<file path="src/rtl/bcd_cnt_ctrl_pkg.sv">
// Shared constants for the BCD counter controller: register addresses,
// register bit positions and controller states.
package bcd_cnt_ctrl_pkg;

  localparam logic [1:0] ADDR_CTRL = 2'd0;
  localparam logic [1:0] ADDR_CMP  = 2'd1;
  localparam logic [1:0] ADDR_STAT = 2'd2;
  localparam logic [1:0] ADDR_CNT  = 2'd3;

  localparam int CTRL_EN       = 0;
  localparam int CTRL_PERIODIC = 1;
  localparam int CTRL_CLR      = 2;
  localparam int CTRL_IRQ_EN   = 3;

  localparam int STAT_MATCH   = 0;
  localparam int STAT_RUN     = 1;
  localparam int STAT_BAD_CMP = 2;

  typedef enum logic [1:0] {
    IDLE = 2'd0,
    RUN  = 2'd1,
    HALT = 2'd2
  } state_t;

endpackage

</file>
<file path="src/rtl/bcd_cnt_ctrl_digit.sv">
// One decade stage of the BCD counter chain; carry fires when this stage
// rolls over from 9 so the next stage can advance.
module bcd_digit (
  input  logic       clk,
  input  logic       rstn,
  input  logic       clr,
  input  logic       inc,
  input  logic       load0,
  output logic [3:0] q,
  output logic       carry
);

  assign carry = inc && (q == 4'd9);

  always_ff @(posedge clk or negedge rstn) begin
    if (!rstn) begin
      q <= 4'd0;
    end else if (clr || load0) begin
      q <= 4'd0;
    end else if (inc) begin
      q <= carry ? 4'd0 : q + 4'd1;
    end
  end

endmodule

</file>
<file path="src/rtl/bcd_cnt_ctrl.sv">
// APB-programmable sequencer for a cascaded BCD counter: gates counting on
// tick, reloads or halts on compare match and raises a level interrupt.
module bcd_cnt_ctrl
  import bcd_cnt_ctrl_pkg::*;
#(
  parameter int APB_ADDR_WIDTH = 8,
  parameter int APB_DATA_WIDTH = 8,
  parameter int DIGITS         = 2
) (
  input  logic                      clk,
  input  logic                      rstn,
  input  logic                      psel,
  input  logic                      penable,
  input  logic                      pwrite,
  input  logic [APB_ADDR_WIDTH-1:0] paddr,
  input  logic [APB_DATA_WIDTH-1:0] pwdata,
  output logic [APB_DATA_WIDTH-1:0] prdata,
  output logic                      pready,
  output logic                      pslverr,
  input  logic                      tick,
  output logic [4*DIGITS-1:0]       cnt,
  output logic                      match,
  output logic                      irq
);

  localparam int CW = 4 * DIGITS;

  function automatic logic has_bad_nibble(input logic [CW-1:0] v);
    logic r;
    r = 1'b0;
    for (int k = 0; k < DIGITS; k++) begin
      if (v[4*k +: 4] > 4'd9) r = 1'b1;
    end
    return r;
  endfunction

  logic          access, addr_err, wr;
  logic          wr_ctrl, wr_cmp, wr_stat;
  logic          clr, run_tick, hit, reload, step;
  logic          en, periodic, irq_en, stat_match;
  logic [CW-1:0] cmp;
  state_t        state, state_nxt;
  logic [DIGITS:0] carry_chain;
  logic          carry_out_unused;

  assign pready   = 1'b1;
  assign access   = psel && penable;
  assign addr_err = paddr[APB_ADDR_WIDTH-1:2] != '0;
  assign wr       = access && pwrite && !addr_err;
  assign wr_ctrl  = wr && (paddr[1:0] == ADDR_CTRL);
  assign wr_cmp   = wr && (paddr[1:0] == ADDR_CMP);
  assign wr_stat  = wr && (paddr[1:0] == ADDR_STAT);

  // A CLR write overrides any tick in the same cycle, so it also masks match.
  assign clr      = wr_ctrl && pwdata[CTRL_CLR];
  assign run_tick = (state == RUN) && tick && !clr;
  assign hit      = (cnt == cmp);
  assign reload   = run_tick && hit;
  assign step     = run_tick && !hit;

  assign carry_chain[0]   = step;
  assign carry_out_unused = carry_chain[DIGITS];

  for (genvar k = 0; k < DIGITS; k++) begin : g_digit
    bcd_digit u_digit (
      .clk   (clk),
      .rstn  (rstn),
      .clr   (clr),
      .inc   (carry_chain[k]),
      .load0 (reload),
      .q     (cnt[4*k +: 4]),
      .carry (carry_chain[k+1])
    );
  end

  always_ff @(posedge clk or negedge rstn) begin
    if (!rstn) begin
      en         <= 1'b0;
      periodic   <= 1'b0;
      irq_en     <= 1'b0;
      cmp        <= CW'(4'd9);
      stat_match <= 1'b0;
      match      <= 1'b0;
      irq        <= 1'b0;
    end else begin
      if (wr_ctrl) begin
        en       <= pwdata[CTRL_EN];
        periodic <= pwdata[CTRL_PERIODIC];
        irq_en   <= pwdata[CTRL_IRQ_EN];
      end
      if (reload && !periodic) en <= 1'b0;
      if (wr_cmp) cmp <= pwdata[CW-1:0];
      if (reload) stat_match <= 1'b1;
      else if (wr_stat && pwdata[STAT_MATCH]) stat_match <= 1'b0;
      match <= reload;
      irq   <= stat_match && irq_en;
    end
  end

  always_ff @(posedge clk or negedge rstn) begin
    if (!rstn) state <= IDLE;
    else       state <= state_nxt;
  end

  always_comb begin
    state_nxt = state;
    case (state)
      IDLE: if (en) state_nxt = RUN;
      RUN: begin
        if (reload && !periodic) state_nxt = HALT;
        else if (!en)            state_nxt = IDLE;
      end
      HALT:    state_nxt = IDLE;
      default: state_nxt = IDLE;
    endcase
  end

  always_comb begin
    prdata  = '0;
    pslverr = access && addr_err;
    if (access && !pwrite && !addr_err) begin
      case (paddr[1:0])
        ADDR_CTRL: begin
          prdata[CTRL_EN]       = en;
          prdata[CTRL_PERIODIC] = periodic;
          prdata[CTRL_IRQ_EN]   = irq_en;
        end
        ADDR_CMP: prdata[CW-1:0] = cmp;
        ADDR_STAT: begin
          prdata[STAT_MATCH]   = stat_match;
          prdata[STAT_RUN]     = (state == RUN);
          prdata[STAT_BAD_CMP] = has_bad_nibble(cmp);
        end
        ADDR_CNT: prdata[CW-1:0] = cnt;
        default:  prdata = '0;
      endcase
    end
  end

endmodule
</file>
<file path="config.mk">
export PLATFORM = sky130hd
export DESIGN_NAME = bcd_cnt_ctrl
export DESIGN_NICKNAME = d
export VERILOG_FILES = /design/src/rtl/bcd_cnt_ctrl_pkg.sv /design/src/rtl/bcd_cnt_ctrl_digit.sv /design/src/rtl/bcd_cnt_ctrl.sv
export SDC_FILE = /design/constraint.sdc
export NUM_CORES = 1
export LEC_CHECK = 0
export ABC_CLOCK_PERIOD_IN_PS = 3200
export CAP_MARGIN = 20
export CORE_UTILIZATION = 30
export DETAILED_ROUTE_END_ITERATION = 10
export MAX_ROUTING_LAYER = met4
export PLACE_DENSITY = 0.63
export SLEW_MARGIN = 15
export SYNTH_ARGS = -nofsm -noshare
export SYNTH_HDL_FRONTEND = slang
export SYNTH_SLANG_ARGS = --single-unit
</file>
<file path="constraint.sdc">
create_clock -name clk -period 3.2 [get_ports clk]
set_input_delay 0.64 -clock clk [delete_from_list [all_inputs] [get_ports clk]]
set_output_delay 0.64 -clock clk [all_outputs]
set_load 0.01 [all_outputs]
</file>
==> results.txt <==
- Run status: complete, no violations
* Width of the die: 73.4 um
* Number of nets in the final layout: 225
- For the worst-skew pair, the clock arrives at the later sink with an insertion delay of 0.27 ns.
- Start point of the worst hold path: state[1]
- Fin cells: 265
- Peak fanout along the critical path: 4
- Initial detailed-routing violation count: 56
* Critical register-to-register path startpoint: g_digit[1].u_digit.q[1]
- The wire-length estimate of the detail-placed layout is 2650 um.
- Clock-pin slew was measured on the worst setup and hold paths at 0.09 ns.
- The tool flagged a number of max-cap violations equal to 0.
- TritonCTS built the clock tree.
- Minimum setup slack among reg-to-reg paths: 1.35 ns
- IO buf count: 40
- Worst hold margin: 0.467 ns
* Total clock sinks: 24
- Placeable Area: 4820 um2
- RSZ-0062 raised after global routing: false
- NetSw: 137 uW
* Maximum buffer depth of the clock tree: 2
- The first global-routing pass estimated 5850 um of wire.
* Final worst path period need: 3.12 ns
- Number of failing setup endpoints in the final timing report: 0
- Layout overhead on the synthesized area: 36.7%
- In this run the post-CTS setup repair buffer count came out at 0.
- # rows: 25
* Final Hold Viols: 0
* Number of antenna diodes: 0
- Proportion of power drawn by the clock network: 0.402
- Asr flop ratio synth: 1.00
- The critical path is of the in2out type.
* Reg2Reg Depth: 5
- Die Area: 5390 um2
- IR analysis of the VDD net gives a maximum drop of 0.166 mV.
- For this design the ratio of total power to cell area is 315 nW/um2.
- Required time at the worst-slack endpoint: 2.56 ns
- Number of storage elements in the synthesis netlist: 24
* Clk_skew: 0.00520 ns
- After layout, the design draws a total of 659 uW.
* Endpoint of the worst hold path: state[0]
* Avg Cell Area, Syn: 10.3 um2
- In this run the critical register-to-register path is captured at g_digit[1].u_digit.q[3].
- The number of antenna violations at the first check in global routing is 0.
- Met3 track demand over resource: 0.0178
* ANT nets after route: 0
- The number of nets in the synthesized netlist is 175.
- Cell area after synthesis: 1530 um2
- The root buffer cell chosen for the clock tree is clkbuf_8.
- Placer congestion estimate: 0.812
- Total iterations of the first detailed-routing run: 4
- The layer flagged by global routing as most heavily used is met2.
- Total wire length: 3430 um
* Number of fillers in the final layout: 500
* Routed vias: 1316
- Leading cell types in the layout, fill and taps excluded: 32 x clkdlybuf4s50_1, 22 x dfrtp_1, 15 x nor2_1
- Measured along the y axis, the die boundary spans 73.4 um.
- STA classifies the critical path endpoint as a primary output.
- Number of hold buffers added after cts: 0
* Largest net degree at the start of global routing: 25
- Share of the clock period used by the worst path after layout: 0.975
- Of the total power, registers draw 0.479.
- The finished cells cover 2090 um2.
* Initial core utilization: 0.318
- Number of max-slew violations in the final report: 0
* Met1 Track Usage GR: 0.196
- During I/O placement, the number of pins put on the boundary was 42.
- Seq/Total Area, Yosys: 0.394
- STA classifies the critical path startpoint as an input port.
- Summed over all layers, the global routing overflow is 0.
* Most common library cell in the layout ignoring fill and taps: clkdlybuf4s50_1
- Fin Setup TNS: 0 ns
- The via count of the first global-routing pass is 1246.
- Yosys warning count: 0
- Count of unresolved DRC violations after routing: 0
- Internal power comes to 523 uW.
- Instance area at placement: 2050 um2
- Switching portion of total power: 0.207
* Global routing met2 resource utilization: 0.227
* Clock buffer count from CTS: 3
* Worst min path class: reg2reg
* Average wire per cell in the routed design: 13.0 um
* Post-detailed-route via-to-cell ratio: 4.97
- Data arrival time of the worst path: 2.48 ns
* Cell count after synthesis: 149
* Count of distinct cell types in the synthesized netlist: 46
- Dominant register cell in the synthesized netlist: dfrtp_1
- Combinational Power Share: 0.118
- Cell total after placement: 261
- Cells on Worst Hold Path: 1
* Top achievable clock speed: 321 MHz
- Counting flops with a built-in enable in the synthesized netlist gives 0.
* H-tree depth reported by CTS: 1
- Fraction of layout cells with a size suffix above 1: 0.227
- Overall fraction of global-route tracks in use: 0.143
- Summed over all cells, the static leakage comes to 0.000889 uW.
per-layer routing:
metal / part of all wire / up-vias
li1: - / 637
met1: 0.48 / 642
met2: 0.47 / 33
met3: 0.044 / 4
met4: 0.0093 / 0
met5: 0 / -
synth_stat cells (2+ instances only):
cell | instances | area [um2]
or3_1 | 3 | 18.8
o21ai_0 | 6 | 30.0
a21oi_1 | 9 | 45.0
mux4_2 | 2 | 45.0
nor2b_1 | 4 | 25.0
and4_1 | 2 | 17.5
mux2_2 | 12 | 135
dfrtp_1 | 22 | 551
mux2i_1 | 5 | 50.1
nand2_1 | 6 | 22.5
inv_1 | 6 | 22.5
nand4_1 | 4 | 25.0
or3_2 | 2 | 15.0
a22oi_1 | 2 | 15.0
ha_1 | 4 | 50.1
xnor2_1 | 8 | 70.1
and2_1 | 4 | 25.0
nor3_1 | 2 | 10.0
dfstp_2 | 2 | 52.6
nand3_1 | 4 | 20.0
nor2_1 | 15 | 56.3
registers in the layout (all words and copies together) (netlist names):
register	cells
irq_en	1
stat_match	1
cmp	8
match	1
en	1
irq	1
g_digit.u_digit.q	8
periodic	1
state	2
worst max-delay path, cell delays in order:
cell,delay [ns]
clkdlybuf4s50_1,0.42
or4_4,0.54
or3_4,0.38
or2_4,0.26
nor2_1,0.11
buf_2,0.14
worst max path at each step:
stage,startpoint,to,slack [ns],cells past startpoint
floorplan,paddr[3],prdata[4],0.44,4
global placement,paddr[3],prdata[7],-0.41,6
detailed placement,paddr[3],prdata[6],-0.44,6
CTS,paddr[3],prdata[6],0.07,6
global route,paddr[3],prdata[1],0.02,6
finish,paddr[3],prdata[6],0.08,6
layout make-up:
| class | count | area, um2 | area share |
|---|---|---|---|
| repair buffers | 49 | 439 | 0.210 |
| well taps | 67 | 83.8 | 0.0401 |
| clock buffers | 3 | 41.3 | 0.0197 |
| flip-flops and latches | 24 | 603 | 0.288 |
| clock inverters | 1 | 30.0 | 0.0144 |
| multi-input cells | 115 | 872 | 0.417 |
| inverters | 6 | 22.5 | 0.0108 |
power by group through the flow:
stage	Combinational (uW)	Clock, uW	Sequential [uW]
2_1_floorplan	31.9	0	320
3_3_place_gp	77.7	0	322
3_5_place_dp	78.8	0	322
4_1_cts	79.2	271	316
5_1_grt	86.4	278	318
6_report	78.0	265	316
through the flow:
step                 util  worst slack [ns]
floorplan               -             0.437
global placement    0.425            -0.413
detailed placement  0.425            -0.445
CTS                 0.435            0.0661
global route        0.434            0.0227
finish              0.434            0.0806
kinds of logic after synthesis:
| logic type | after synthesis | share of synthesized area |
|---|---|---|
| xor gates and xnor gates | 8 | 0.0458 |
| AOI/OAI and AO/OA | 26 | 0.107 |
| DFF | 24 | 0.394 |
| muxes | 19 | 0.150 |
| adders and majority gates | 4 | 0.0327 |
| buffers and inverters | 10 | 0.0384 |
| and+or+nand+nor | 57 | 0.229 |
| other | 1 | 0.00245 |
what timing repair did:
item | CTS | global route
pin swaps | 0 | 0
setup endpoints to repair | 8 | 1
resized for setup | 28 | 1
(Power assumes the default switching activity.)
